$ cat config.mk
export PLATFORM = sky130hd
export DESIGN_NAME = sce_ramclr_flat
export DESIGN_NICKNAME = d
export VERILOG_FILES = /design/src/rtl/sce_ramclr_if.sv /design/src/rtl/sce_ramclr.sv /design/src/flat_wrapper.sv
export SDC_FILE = /design/constraint.sdc
export NUM_CORES = 1
export LEC_CHECK = 0
export BUFFER_PORTS_ARGS = -buffer_cell sky130_fd_sc_hd__buf_2
export CELL_PAD_IN_SITES_DETAIL_PLACEMENT = 1
export CELL_PAD_IN_SITES_GLOBAL_PLACEMENT = 1
export CORE_ASPECT_RATIO = 0.75
export CORE_MARGIN = 2
export CORE_UTILIZATION = 24
export CTS_CLUSTER_DIAMETER = 150
export CTS_CLUSTER_SIZE = 8
export DETAILED_ROUTE_END_ITERATION = 16
export GPL_TIMING_DRIVEN = 1
export HOLD_SLACK_MARGIN = 0.12
export PLACE_DENSITY = 0.86
export SYNTH_ARGS = -nofsm -noshare
export SYNTH_HDL_FRONTEND = slang
export SYNTH_SLANG_ARGS = --single-unit
$ cat constraint.sdc
create_clock -name clk -period 1.9 [get_ports clk]
set_input_delay 0.38 -clock clk [delete_from_list [all_inputs] [get_ports clk]]
set_output_delay 0.38 -clock clk [all_outputs]
set_load 0.03 [all_outputs]
$ cat src/rtl/sce_ramclr_if.sv
// RAM port between the SCE scrub sequencer (master) and the shared-RAM arbiter (slave).
interface sce_ramclr_if #(
    parameter int AW = 8,
    parameter int DW = 32
);
    logic          clr_req;
    logic          clr_gnt;
    logic          clr_we;
    logic          clr_re;
    logic [AW-1:0] clr_addr;
    logic [DW-1:0] clr_wdata;
    logic [DW-1:0] clr_rdata;

    modport master (
        output clr_req, clr_we, clr_re, clr_addr, clr_wdata,
        input  clr_gnt, clr_rdata
    );

    modport slave (
        input  clr_req, clr_we, clr_re, clr_addr, clr_wdata,
        output clr_gnt, clr_rdata
    );
endinterface

$ cat src/rtl/sce_ramclr.sv
// sce_ramclr: sweeps every SCE shared-RAM word to CLRPAT after ar_clrram, abortable by ar_reset.
// Define SCE_RAMCLR_VERIFY_EN to build the read-back verify pass and mismatch counter.
module sce_ramclr #(
    parameter int            AW       = 8,        // tracks scedma_pkg::AW
    parameter int            DW       = 32,
    parameter int            RAMDEPTH = 2**AW,
    parameter logic [DW-1:0] CLRPAT   = '0
) (
    input  logic         clk,
    input  logic         reset,
    input  logic         ar_clrram,
    input  logic         ar_reset,
    sce_ramclr_if.master bus,
    output logic         sr_clrbusy,
    output logic         fr_clrdone,
    output logic         fr_clrerr,
    output logic [15:0]  sr_clrerrcnt
);
    localparam logic [AW-1:0] LAST = AW'(RAMDEPTH - 1);

    typedef enum logic [2:0] {IDLE, SWEEP, VERIFY, DRAIN, DONE} state_e;

    state_e        state_q, state_d;
    logic          req_q, req_d;
    logic [AW-1:0] addr_q, addr_d;
    logic          busy_q, done_q, err_q;
    logic          err_d;
    logic          we, re;

    assign we = req_q & bus.clr_gnt & (state_q == SWEEP);
`ifdef SCE_RAMCLR_VERIFY_EN
    assign re = req_q & bus.clr_gnt & (state_q == VERIFY);
`else
    assign re = 1'b0;
`endif

    assign bus.clr_req   = req_q;
    assign bus.clr_we    = we;
    assign bus.clr_re    = re;
    assign bus.clr_addr  = addr_q;
    assign bus.clr_wdata = CLRPAT;
    assign sr_clrbusy    = busy_q;
    assign fr_clrdone    = done_q;
    assign fr_clrerr     = err_q;

    always_comb begin
        state_d = state_q;
        req_d   = req_q;
        addr_d  = addr_q;
        case (state_q)
            IDLE: if (ar_clrram) begin
                state_d = SWEEP;
                req_d   = 1'b1;
                addr_d  = '0;
            end
            SWEEP: if (we) begin
                // Wraps to 0 on the last word when RAMDEPTH == 2**AW; state leaves SWEEP anyway.
                addr_d = addr_q + AW'(1);
                if (addr_q == LAST) begin
`ifdef SCE_RAMCLR_VERIFY_EN
                    state_d = VERIFY;
                    addr_d  = '0;
`else
                    state_d = DONE;
                    req_d   = 1'b0;
`endif
                end
            end
`ifdef SCE_RAMCLR_VERIFY_EN
            VERIFY: if (re) begin
                addr_d = addr_q + AW'(1);
                if (addr_q == LAST) begin
                    state_d = DRAIN;
                    req_d   = 1'b0;
                end
            end
            DRAIN:   state_d = DONE;
`endif
            DONE:    state_d = IDLE;
            default: state_d = IDLE;
        endcase
        // Soft abort beats everything, including a same-cycle start.
        if (ar_reset) begin
            state_d = IDLE;
            req_d   = 1'b0;
            addr_d  = '0;
        end
    end

`ifdef SCE_RAMCLR_VERIFY_EN
    logic        rd_vld_q;
    logic [15:0] cnt_q, cnt_d;

    // Read data lands one cycle after clr_re; the last datum is compared during DRAIN.
    always_comb begin
        cnt_d = cnt_q;
        if (state_q == IDLE && ar_clrram && !ar_reset)
            cnt_d = '0;
        else if (rd_vld_q && bus.clr_rdata != CLRPAT && cnt_q != 16'hFFFF)
            cnt_d = cnt_q + 16'd1;
        err_d = (state_d == DONE) && (cnt_d != '0);
    end

    always_ff @(posedge clk) begin
        if (reset) begin
            rd_vld_q <= 1'b0;
            cnt_q    <= '0;
        end else begin
            rd_vld_q <= re;
            cnt_q    <= cnt_d;
        end
    end

    assign sr_clrerrcnt = cnt_q;
`else
    logic unused_rdata;
    assign unused_rdata = ^bus.clr_rdata;
    assign err_d        = 1'b0;
    assign sr_clrerrcnt = '0;
`endif

    always_ff @(posedge clk) begin
        if (reset) begin
            state_q <= IDLE;
            req_q   <= 1'b0;
            addr_q  <= '0;
            busy_q  <= 1'b0;
            done_q  <= 1'b0;
            err_q   <= 1'b0;
        end else begin
            state_q <= state_d;
            req_q   <= req_d;
            addr_q  <= addr_d;
            busy_q  <= (state_d != IDLE);
            done_q  <= (state_d == DONE);
            err_q   <= err_d;
        end
    end
endmodule

$ cat src/flat_wrapper.sv
// flat-port wrapper written by rule: the top's interface ports become plain ports
module sce_ramclr_flat 
#(
    parameter int            AW       = 8,                                
    parameter int            DW       = 32,
    parameter int            RAMDEPTH = 2**AW,
    parameter logic [DW-1:0] CLRPAT   = '0
)
  (clk, reset, ar_clrram, ar_reset, sr_clrbusy, fr_clrdone, fr_clrerr, sr_clrerrcnt, bus_clr_req, bus_clr_we, bus_clr_re, bus_clr_addr, bus_clr_wdata, bus_clr_gnt, bus_clr_rdata);
  sce_ramclr_if #(.AW(AW), .DW(DW)) bus_i ();
  input  logic clk;
  input  logic reset;
  input  logic ar_clrram;
  input  logic ar_reset;
  output logic sr_clrbusy;
  output logic fr_clrdone;
  output logic fr_clrerr;
  output logic [15:0] sr_clrerrcnt;
  output wire logic [$bits(bus_i.clr_req)-1:0] bus_clr_req;
  output wire logic [$bits(bus_i.clr_we)-1:0] bus_clr_we;
  output wire logic [$bits(bus_i.clr_re)-1:0] bus_clr_re;
  output wire logic [$bits(bus_i.clr_addr)-1:0] bus_clr_addr;
  output wire logic [$bits(bus_i.clr_wdata)-1:0] bus_clr_wdata;
  input wire logic [$bits(bus_i.clr_gnt)-1:0] bus_clr_gnt;
  input wire logic [$bits(bus_i.clr_rdata)-1:0] bus_clr_rdata;
  assign bus_clr_req = bus_i.clr_req;
  assign bus_clr_we = bus_i.clr_we;
  assign bus_clr_re = bus_i.clr_re;
  assign bus_clr_addr = bus_i.clr_addr;
  assign bus_clr_wdata = bus_i.clr_wdata;
  assign bus_i.clr_gnt = bus_clr_gnt;
  assign bus_i.clr_rdata = bus_clr_rdata;
  sce_ramclr #(.AW(AW), .DW(DW), .RAMDEPTH(RAMDEPTH), .CLRPAT(CLRPAT)) u_core (.clk(clk), .reset(reset), .ar_clrram(ar_clrram), .ar_reset(ar_reset), .bus(bus_i), .sr_clrbusy(sr_clrbusy), .fr_clrdone(fr_clrdone), .fr_clrerr(fr_clrerr), .sr_clrerrcnt(sr_clrerrcnt));
endmodule
==> metrics.yaml, run 1 <==
clock_network:
  cts_resized: 0
  clock_latency_ns: 0.24
  root_buffer: "clkbuf_8"
  tritoncts: "done"
  clkSlewWorstSetupHoldPaths_ns: 0.05
  clk_path_buf_depth: 2
  cts_hold_buffers: 0
  cts_made_buffers: 3
  cts_sinks: 14
  cts_setup_buffers: 0
  htreeDepth: 1
logic_synthesis:
  synthTopCellsByArea: "buf_4 (36%), dfxtp_1 (27%), a2111oi_4 (5.3%)"
  ys_seq_area_share_pct: 26.86
  yosys.area.top_type: "buf_4"
  synth_top_area_share_pct: 35.97
  synth-main-ff-cell: "dfxtp_1"
  synth_seq_cells: 14
  synthTopCellsByCount: "buf_4 (50), dfxtp_1 (14), nand3_1 (6), nor2_1 (6)"
  yosysMostFrequentCell: "buf_4"
  synth_edf_count: 0
  synth_warnings: 0
  synth_area_mm2: 0.001044
  avgSynthCellArea_um2: 8.843
  synth.distinct_cells: 29
  async_reset_ff_share_pct: 0
  synthCells: 118
global_route:
  grt_first_pass_wirelength_um: 2973
  grt_antenna_before_repair: 0
  grt_max_degree: 9
  grt-ovfl-total: 0
  first_global_vias: 637
  grt_usage_pct: 8.104
final_layout:
  final_nets: 177
  stdcell_count: 192
  drive_above_1_share_pct: 18.98
  antenna_cells: 0
  num-fill-cells: 522
  final_area_mm2: 0.001044
  area_growth_pct: -0.00009583
setup_path:
  cpPeakStageDelay_ns: 0.43
  path_cells: "nor3b_2 > nand3_1 > inv_1 > buf_2"
  cp-end-kind: "output pin"
  arrival_ns: 1.38
  crit_family: "flip-flops"
  path_class: "reg -> out"
  critical-path-slowest-cell: "dfxtp_1"
  cp.buffers_inverters: 2
  cp_max_fo: 5
  start_kind: "register"
  required_ns: 1.52
power:
  total_power_w: 0.0007059
  leakage_nw: 0.4602
  ir_drop_mv: 0.2064
  power.density_mw_per_mm2: 676.5
floorplan:
  die_h_um: 61.11
  rows: 20
  die_w_um: 80.14
  core_area_mm2: 0.004104
  ios: 99
  start_util_pct: 25.43
  die-area_mm2: 0.004897
timing:
  period_needed_ns: 1.762
  hold_viol_final: 0
  slew_viol_final: 0
  clock_skew_ns: 0.0009460
  tns_ns: 0
  setup_viol: 0
  min_period_over_period_pct: 92.73
  fmax_mhz: 567.6
  setup_ws_ns: 0.1381
  rsz0062_at_grt: "false"
drt:
  num_vias: 694
  drc: 0
  wire_per_inst_um: 10.14
  via_per_inst: 3.615
  postRouteAntennaNets: 0
  firstDrtPassIters: 4
  drt_iter0_drc: 32
  drt-total-wl_um: 1947
placed_design:
  place_inst: 189
  io_buffer_count: 16
  place_hpwl_um: 1632
  pre_cts_slack_ns: 0.2350
  post_dp_cell_area_um2: 997.2
  place.gp.congestion: 0.7516
run_status:
  status: "complete, no violations"
run:
  cap_violations: 0
hold_path:
  hold_class: "in -> reg"
## placed cells by master (no fill, tap or decap), drive strengths merged, types with 2 or more instances in the layout
master   netlist  routed
a2111oi        2       2
a211oi         2       2
a21boi         2       2
a21oi          3       3
buf           52      18
clkbuf         0       3
conb           1      51
dfxtp         14      14
inv            2       2
nand2          4       4
nand3          7       7
nor2           6       6
nor3           4       4
nor4           2       2
o21ai          2       2
xnor2          4       4
## layout make-up
| cell class | count | area (µm²) | area share [%] |
|---|---|---|---|
| sequential | 14 | 280.3 | 26.86 |
| inverter | 2 | 7.507 | 0.7194 |
| multi-input combinational | 100 | 550.5 | 52.76 |
| tap | 55 | 68.82 | 6.595 |
| clock buffer | 3 | 41.29 | 3.957 |
| timing repair buffer | 18 | 95.09 | 9.113 |
## through the flow
| step | utilization [%] | hold slack, ns |
|---|---|---|
| after global placement | 24.30 | 0.5195 |
| after floorplan | - | 0.4568 |
| after detailed placement | 24.30 | 0.5442 |
| after CTS | 25.30 | 0.3794 |
| after global routing | 25.43 | 0.3863 |
| final | 25.43 | 0.3801 |
## power by group
group	leakage [nW]	internal (W)	switching, W
Clock	0.0216	0.000140	0.0000995
Combinational	0.325	0.0000106	0.000155
Sequential	0.113	0.000297	0.00000377
## routing by layer
metal	track usage, %	routed length (µm)	vias up
met5	0	0	-
met4	2.906	17	0
met3	4.106	199	4
met2	13.10	960	28
met1	9.431	769	328
li1	-	-	334
## path summary, 6_finish.rpt
kind	startpoint	end	slack, ns	depth (start not counted)
max	u_core.state_q[0]$_SDFF_PP0_	bus_clr_we	0.14	4
min	reset	u_core.state_q[2]$_SDFF_PP0_	0.38	2
max reg2reg	u_core.bus.clr_addr[1]$_SDFFE_PP0P_	u_core.bus.clr_req$_SDFFE_PP0P_	0.26	5
min reg2reg	u_core.bus.clr_addr[1]$_SDFFE_PP0P_	u_core.bus.clr_addr[1]$_SDFFE_PP0P_	0.55	2
## logic make-up after synthesis
kind of cell | share of synthesized area [%]
AO/OA/AOI/OAI | 12.95
XOR/XNOR | 3.357
adder cells (fa/ha/maj) | 1.199
buffers and inverters | 38.85
flip-flops | 26.86
multiplexers | 0.9593
other | 0.3594
AND/OR/NAND/NOR | 15.47
## sequential cells by signal (all words and copies together) (netlist names)
signal,flops
u_core.fr_clrdone,1
u_core.bus.clr_req,1
u_core.state_q,3
u_core.bus.clr_addr,8
u_core.sr_clrbusy,1
(Power assumes the default switching activity.)
==> run 2, diff against run 1 <==
Settings changed: CORE_ASPECT_RATIO 0.75 to 2.
==> metrics.yaml, run 2 (same netlist as run 1, synthesis figures left out) <==
clock_network:
  clock_latency_ns: 0.24
  tritoncts: "done"
  cts_hold_buffers: 0
  clkSlewWorstSetupHoldPaths_ns: 0.05
  htreeDepth: 1
  cts_sinks: 14
  cts_made_buffers: 3
  cts_setup_buffers: 0
  clk_path_buf_depth: 2
  root_buffer: "clkbuf_8"
timing:
  clock_skew_ns: 0.002815
  whs_ns: 0.3764
  fmax_mhz: 565.2
  hold_viol_final: 0
  setup_viol: 0
  slew_viol_final: 0
  tns_ns: 0
  rsz0062_at_grt: "false"
  period_needed_ns: 1.769
  min_period_over_period_pct: 93.12
  max_slew_margin_pct: 64.74
  tightest_slew_ns: 0.5253
final_layout:
  final_area_mm2: 0.001049
  mostFrequentLayoutCell: "conb_1"
  antenna_cells: 0
  final_nets: 176
  largest_reg_flops: 8
  area_growth_pct: 0.4800
  drive_above_1_share_pct: 18.98
  most-common-layout-cells: "conb_1 (51), buf_2 (16), dfxtp_1 (14), nand3_1 (6), nor2_1 (6)"
hold_path:
  hold_end: "u_core.state_q[2]$_SDFF_PP0_"
  min_path_cells: 2
  holdCritStartpoint: "reset"
  hold_class: "in -> reg"
floorplan:
  core_area_mm2: 0.004254
  die_w_um: 50.63
  die_h_um: 97.25
  die-area_mm2: 0.004923
  start_util_pct: 24.53
  ios: 99
  rows: 34
drt:
  postRouteAntennaNets: 0
  drc: 0
  drt-total-wl_um: 1847
  via_per_inst: 3.749
  num_vias: 716
  wire_per_inst_um: 9.670
  drt_iter0_drc: 7
  firstDrtPassIters: 3
setup_path:
  reg2reg_to: "u_core.bus.clr_req$_SDFFE_PP0P_"
  arrival_ns: 1.39
  cp-end-kind: "output pin"
  start_kind: "register"
  r2r_start: "u_core.bus.clr_addr[0]$_SDFFE_PP0P_"
  cp_max_fo: 5
  path_class: "reg -> out"
  ff2ff_setup_slack_ns: 0.24
  required_ns: 1.52
  reg2reg_depth: 5
global_route:
  grt-ovfl-total: 0
  grt_usage_pct: 7.579
  grt_first_pass_wirelength_um: 2911
  first_global_vias: 628
  grt_antenna_before_repair: 0
  grt_max_degree: 9
power:
  leakage_nw: 0.4619
  power.density_mw_per_mm2: 716.6
  ir_drop_mv: 0.4235
placed_design:
  post_dp_cell_area_um2: 988.4
  place_hpwl_um: 1509
  place.gp.congestion: 0.8293
  io_buffer_count: 16
run:
  cap_violations: 0
run_status:
  status: "complete, no violations"
run 2: worst max path at each step:
stage	cells past startpoint	start	slack [ns]	endpoint
after floorplan	5	u_core.bus.clr_addr[0]$_SDFFE_PP0P_	0.21	u_core.bus.clr_req$_SDFFE_PP0P_
after global placement	5	u_core.bus.clr_addr[0]$_SDFFE_PP0P_	0.28	u_core.bus.clr_req$_SDFFE_PP0P_
after detailed placement	5	u_core.bus.clr_addr[0]$_SDFFE_PP0P_	0.25	u_core.bus.clr_req$_SDFFE_PP0P_
after CTS	4	u_core.state_q[0]$_SDFF_PP0_	0.05	bus_clr_we
after global routing	4	u_core.state_q[0]$_SDFF_PP0_	0.05	bus_clr_we
final	4	u_core.state_q[0]$_SDFF_PP0_	0.13	bus_clr_we
run 2: cell type report:
| cell class | count | area, µm² |
|---|---|---|
| clock buffers | 4 | 55.05 |
| flip-flops and latches | 14 | 280.3 |
| inverters | 2 | 7.507 |
| multi-input cells | 100 | 550.5 |
| well taps | 54 | 67.56 |
| fillers | 551 | 3206 |
| repair buffers | 17 | 87.58 |
run 2: critical path, cell delays in order, from the launching register on:
cell     delay [ns]
dfxtp_1        0.43
nor3b_2        0.24
nand3_1        0.14
inv_1          0.13
buf_2          0.21
run 2: stage by stage:
| stage | cells | utilization, % | setup slack (ns) | total power [W] |
|---|---|---|---|---|
| 2_1_floorplan | 168 | - | 0.2073 | 0.0005382 |
| 3_5_place_dp | 187 | 23.24 | 0.2507 | 0.0004680 |
| 3_3_place_gp | 187 | 23.24 | 0.2792 | 0.0004668 |
| 5_1_grt | 191 | 24.65 | 0.05058 | 0.0007903 |
| 4_1_cts | 191 | 24.53 | 0.04597 | 0.0007598 |
| 6_report | 191 | 24.65 | 0.1307 | 0.0007514 |
run 2: report_power, final:
part	switching, W	internal, W
sequential	0.00000360	0.000297
clock	0.000103	0.000183
combinational	0.000154	0.0000106
total	0.000260	0.000491
run 2: timing repair:
item | 4_1_cts | 5_1_grt
hold endpoints to repair | 0 | 0
endpoints found under the setup margin | 0 | 1
resized for setup | 0 | 1
run 2: routing by layer:
layer	wire length (µm)	vias up	track usage, %
met4	8	0	1.247
li1	-	336	-
met3	199	2	3.077
met5	0	-	0
met1	741	336	9.396
met2	898	42	12.35
==> run 3, diff against run 2 <==
Settings changed: CORE_ASPECT_RATIO 2 to 1.4.
==> metrics.yaml, run 3 (same netlist as run 1, synthesis figures left out) <==
final_layout:
  regArea_um2: 280.3
  final_nets: 177
  stdcell_count: 183
  antenna_cells: 0
  drive_above_1_share_pct: 18.84
  largest_reg_flops: 8
  area_growth_pct: -0.3595
  num-fill-cells: 533
  multi_input_area_um2: 545.5
  mostFrequentLayoutCell: "conb_1"
  most-common-layout-cells: "conb_1 (51), buf_2 (16), dfxtp_1 (14), nand3_1 (6), nor2_1 (6)"
hold_path:
  holdCritStartpoint: "reset"
  hold_end: "u_core.fr_clrdone$_SDFF_PP0_"
  hold_class: "in -> reg"
  min_path_cells: 2
clock_network:
  tritoncts: "done"
  htreeDepth: 1
  cts_hold_buffers: 0
  clock_latency_ns: 0.25
  cts_setup_buffers: 0
  cts_sinks: 14
  cts_made_buffers: 3
  clk_path_buf_depth: 2
  cts_resized: 0
  root_buffer: "clkbuf_8"
  clkSlewWorstSetupHoldPaths_ns: 0.06
timing:
  max_slew_margin_pct: 62.23
  tns_ns: 0
  min_period_over_period_pct: 93.64
  period_needed_ns: 1.779
  slew_viol_final: 0
  tightest_slew_ns: 0.5627
  rsz0062_at_grt: "false"
  fmax_mhz: 562.1
  clock_skew_ns: 0.005492
  hold_viol_final: 0
  setup_viol: 0
power:
  pwr-share-comb_pct: 21.7
  ir_drop_mv: 0.1815
  power_switching_w: 0.0002699
  swShare_pct: 35.46
  leakage_nw: 0.4650
  power.density_mw_per_mm2: 732.1
  clockPowerShare_pct: 38.9
  internal_power_w: 0.0004912
  sequentialPowerShare_pct: 39.5
setup_path:
  start_kind: "register"
  ff2ff_setup_slack_ns: 0.25
  r2r_start: "u_core.bus.clr_addr[1]$_SDFFE_PP0P_"
  cp-end-kind: "output pin"
  reg2reg_to: "u_core.bus.clr_req$_SDFFE_PP0P_"
  required_ns: 1.52
  arrival_ns: 1.40
  path_class: "reg -> out"
  reg2reg_depth: 5
  cp_max_fo: 5
global_route:
  grt_first_pass_wirelength_um: 2994
  grt_antenna_before_repair: 0
  first_global_vias: 681
  grt_usage_pct: 8.093
  met2_usage_pct: 14.24
  grtUsageMet1_pct: 9.134
  grt_util_met3_pct: 0.9449
  busiest_layer: "met2"
  grt-ovfl-total: 0
  grt_max_degree: 9
drt:
  drc: 0
  drt-total-wl_um: 1950
  postRouteAntennaNets: 0
  via_per_inst: 4.000
  num_vias: 732
  drt_iter0_drc: 35
  wire_per_inst_um: 10.66
  firstDrtPassIters: 4
floorplan:
  core_area_mm2: 0.004204
  die-area_mm2: 0.004899
  start_util_pct: 24.82
  die_w_um: 59.73
  die_h_um: 82.02
  ios: 99
  rows: 28
placed_design:
  io_buffer_count: 16
  place_hpwl_um: 1602
  place_inst: 179
  place.gp.congestion: 0.7768
run:
  cap_violations: 0
run_status:
  status: "complete, no violations"
-- run 3: area by class of cell --
class,instances,share of cell area [%]
Inverter,2,0.7220
Multi-Input combinational cell,100,52.47
Tap cell,45,5.415
Sequential cell,14,26.96
Clock buffer,4,5.295
Timing Repair Buffer,18,9.146
-- run 3: power groups by stage --
stage / clock network, W / logic, W / registers (W)
floorplan: 0 / 0.000229 / 0.000309
global placement: 0 / 0.000161 / 0.000307
detailed placement: 0 / 0.000162 / 0.000307
CTS: 0.000303 / 0.000163 / 0.000300
global route: 0.000310 / 0.000176 / 0.000301
finish: 0.000296 / 0.000165 / 0.000300
-- run 3: metrics by stage --
stage	setup slack (ns)	cell area (µm²)	util (%)	hold WS, ns	total power, W
floorplan	0.2073	1231	-	0.4568	0.0005382
global placement	0.2852	984.7	23.42	0.5179	0.0004680
detailed placement	0.2213	984.7	23.42	0.5230	0.0004692
CTS	0.1031	1040	24.73	0.3841	0.0007664
global route	0.01430	1040	24.73	0.3999	0.0007860
finish	0.1208	1040	24.73	0.3799	0.0007612
-- run 3: critical path, stage by stage (launching register included) --
cell and delay, ns:
dfxtp_1 0.42, nor3b_1 0.29, nand3_1 0.13, inv_1 0.11, buf_2 0.20
-- run 3: how the worst max path moves through the flow --
| stage | startpoint | endpoint | slack, ns | cells after the start |
|---|---|---|---|---|
| after global placement | u_core.bus.clr_addr[1]$_SDFFE_PP0P_ | u_core.bus.clr_req$_SDFFE_PP0P_ | 0.29 | 5 |
| after global routing | u_core.state_q[0]$_SDFF_PP0_ | bus_clr_we | 0.01 | 4 |
| final | u_core.state_q[0]$_SDFF_PP0_ | bus_clr_we | 0.12 | 4 |
| after floorplan | u_core.bus.clr_addr[0]$_SDFFE_PP0P_ | u_core.bus.clr_req$_SDFFE_PP0P_ | 0.21 | 5 |
| after detailed placement | u_core.bus.clr_addr[1]$_SDFFE_PP0P_ | u_core.bus.clr_req$_SDFFE_PP0P_ | 0.22 | 5 |
| after CTS | u_core.state_q[0]$_SDFF_PP0_ | bus_clr_we | 0.10 | 4 |
-- run 3: metal layers --
layer,wire [µm],part of all wire (%)
met1,764,39
met2,952,49
met3,188,9.6
met5,0,0
met4,44,2.3
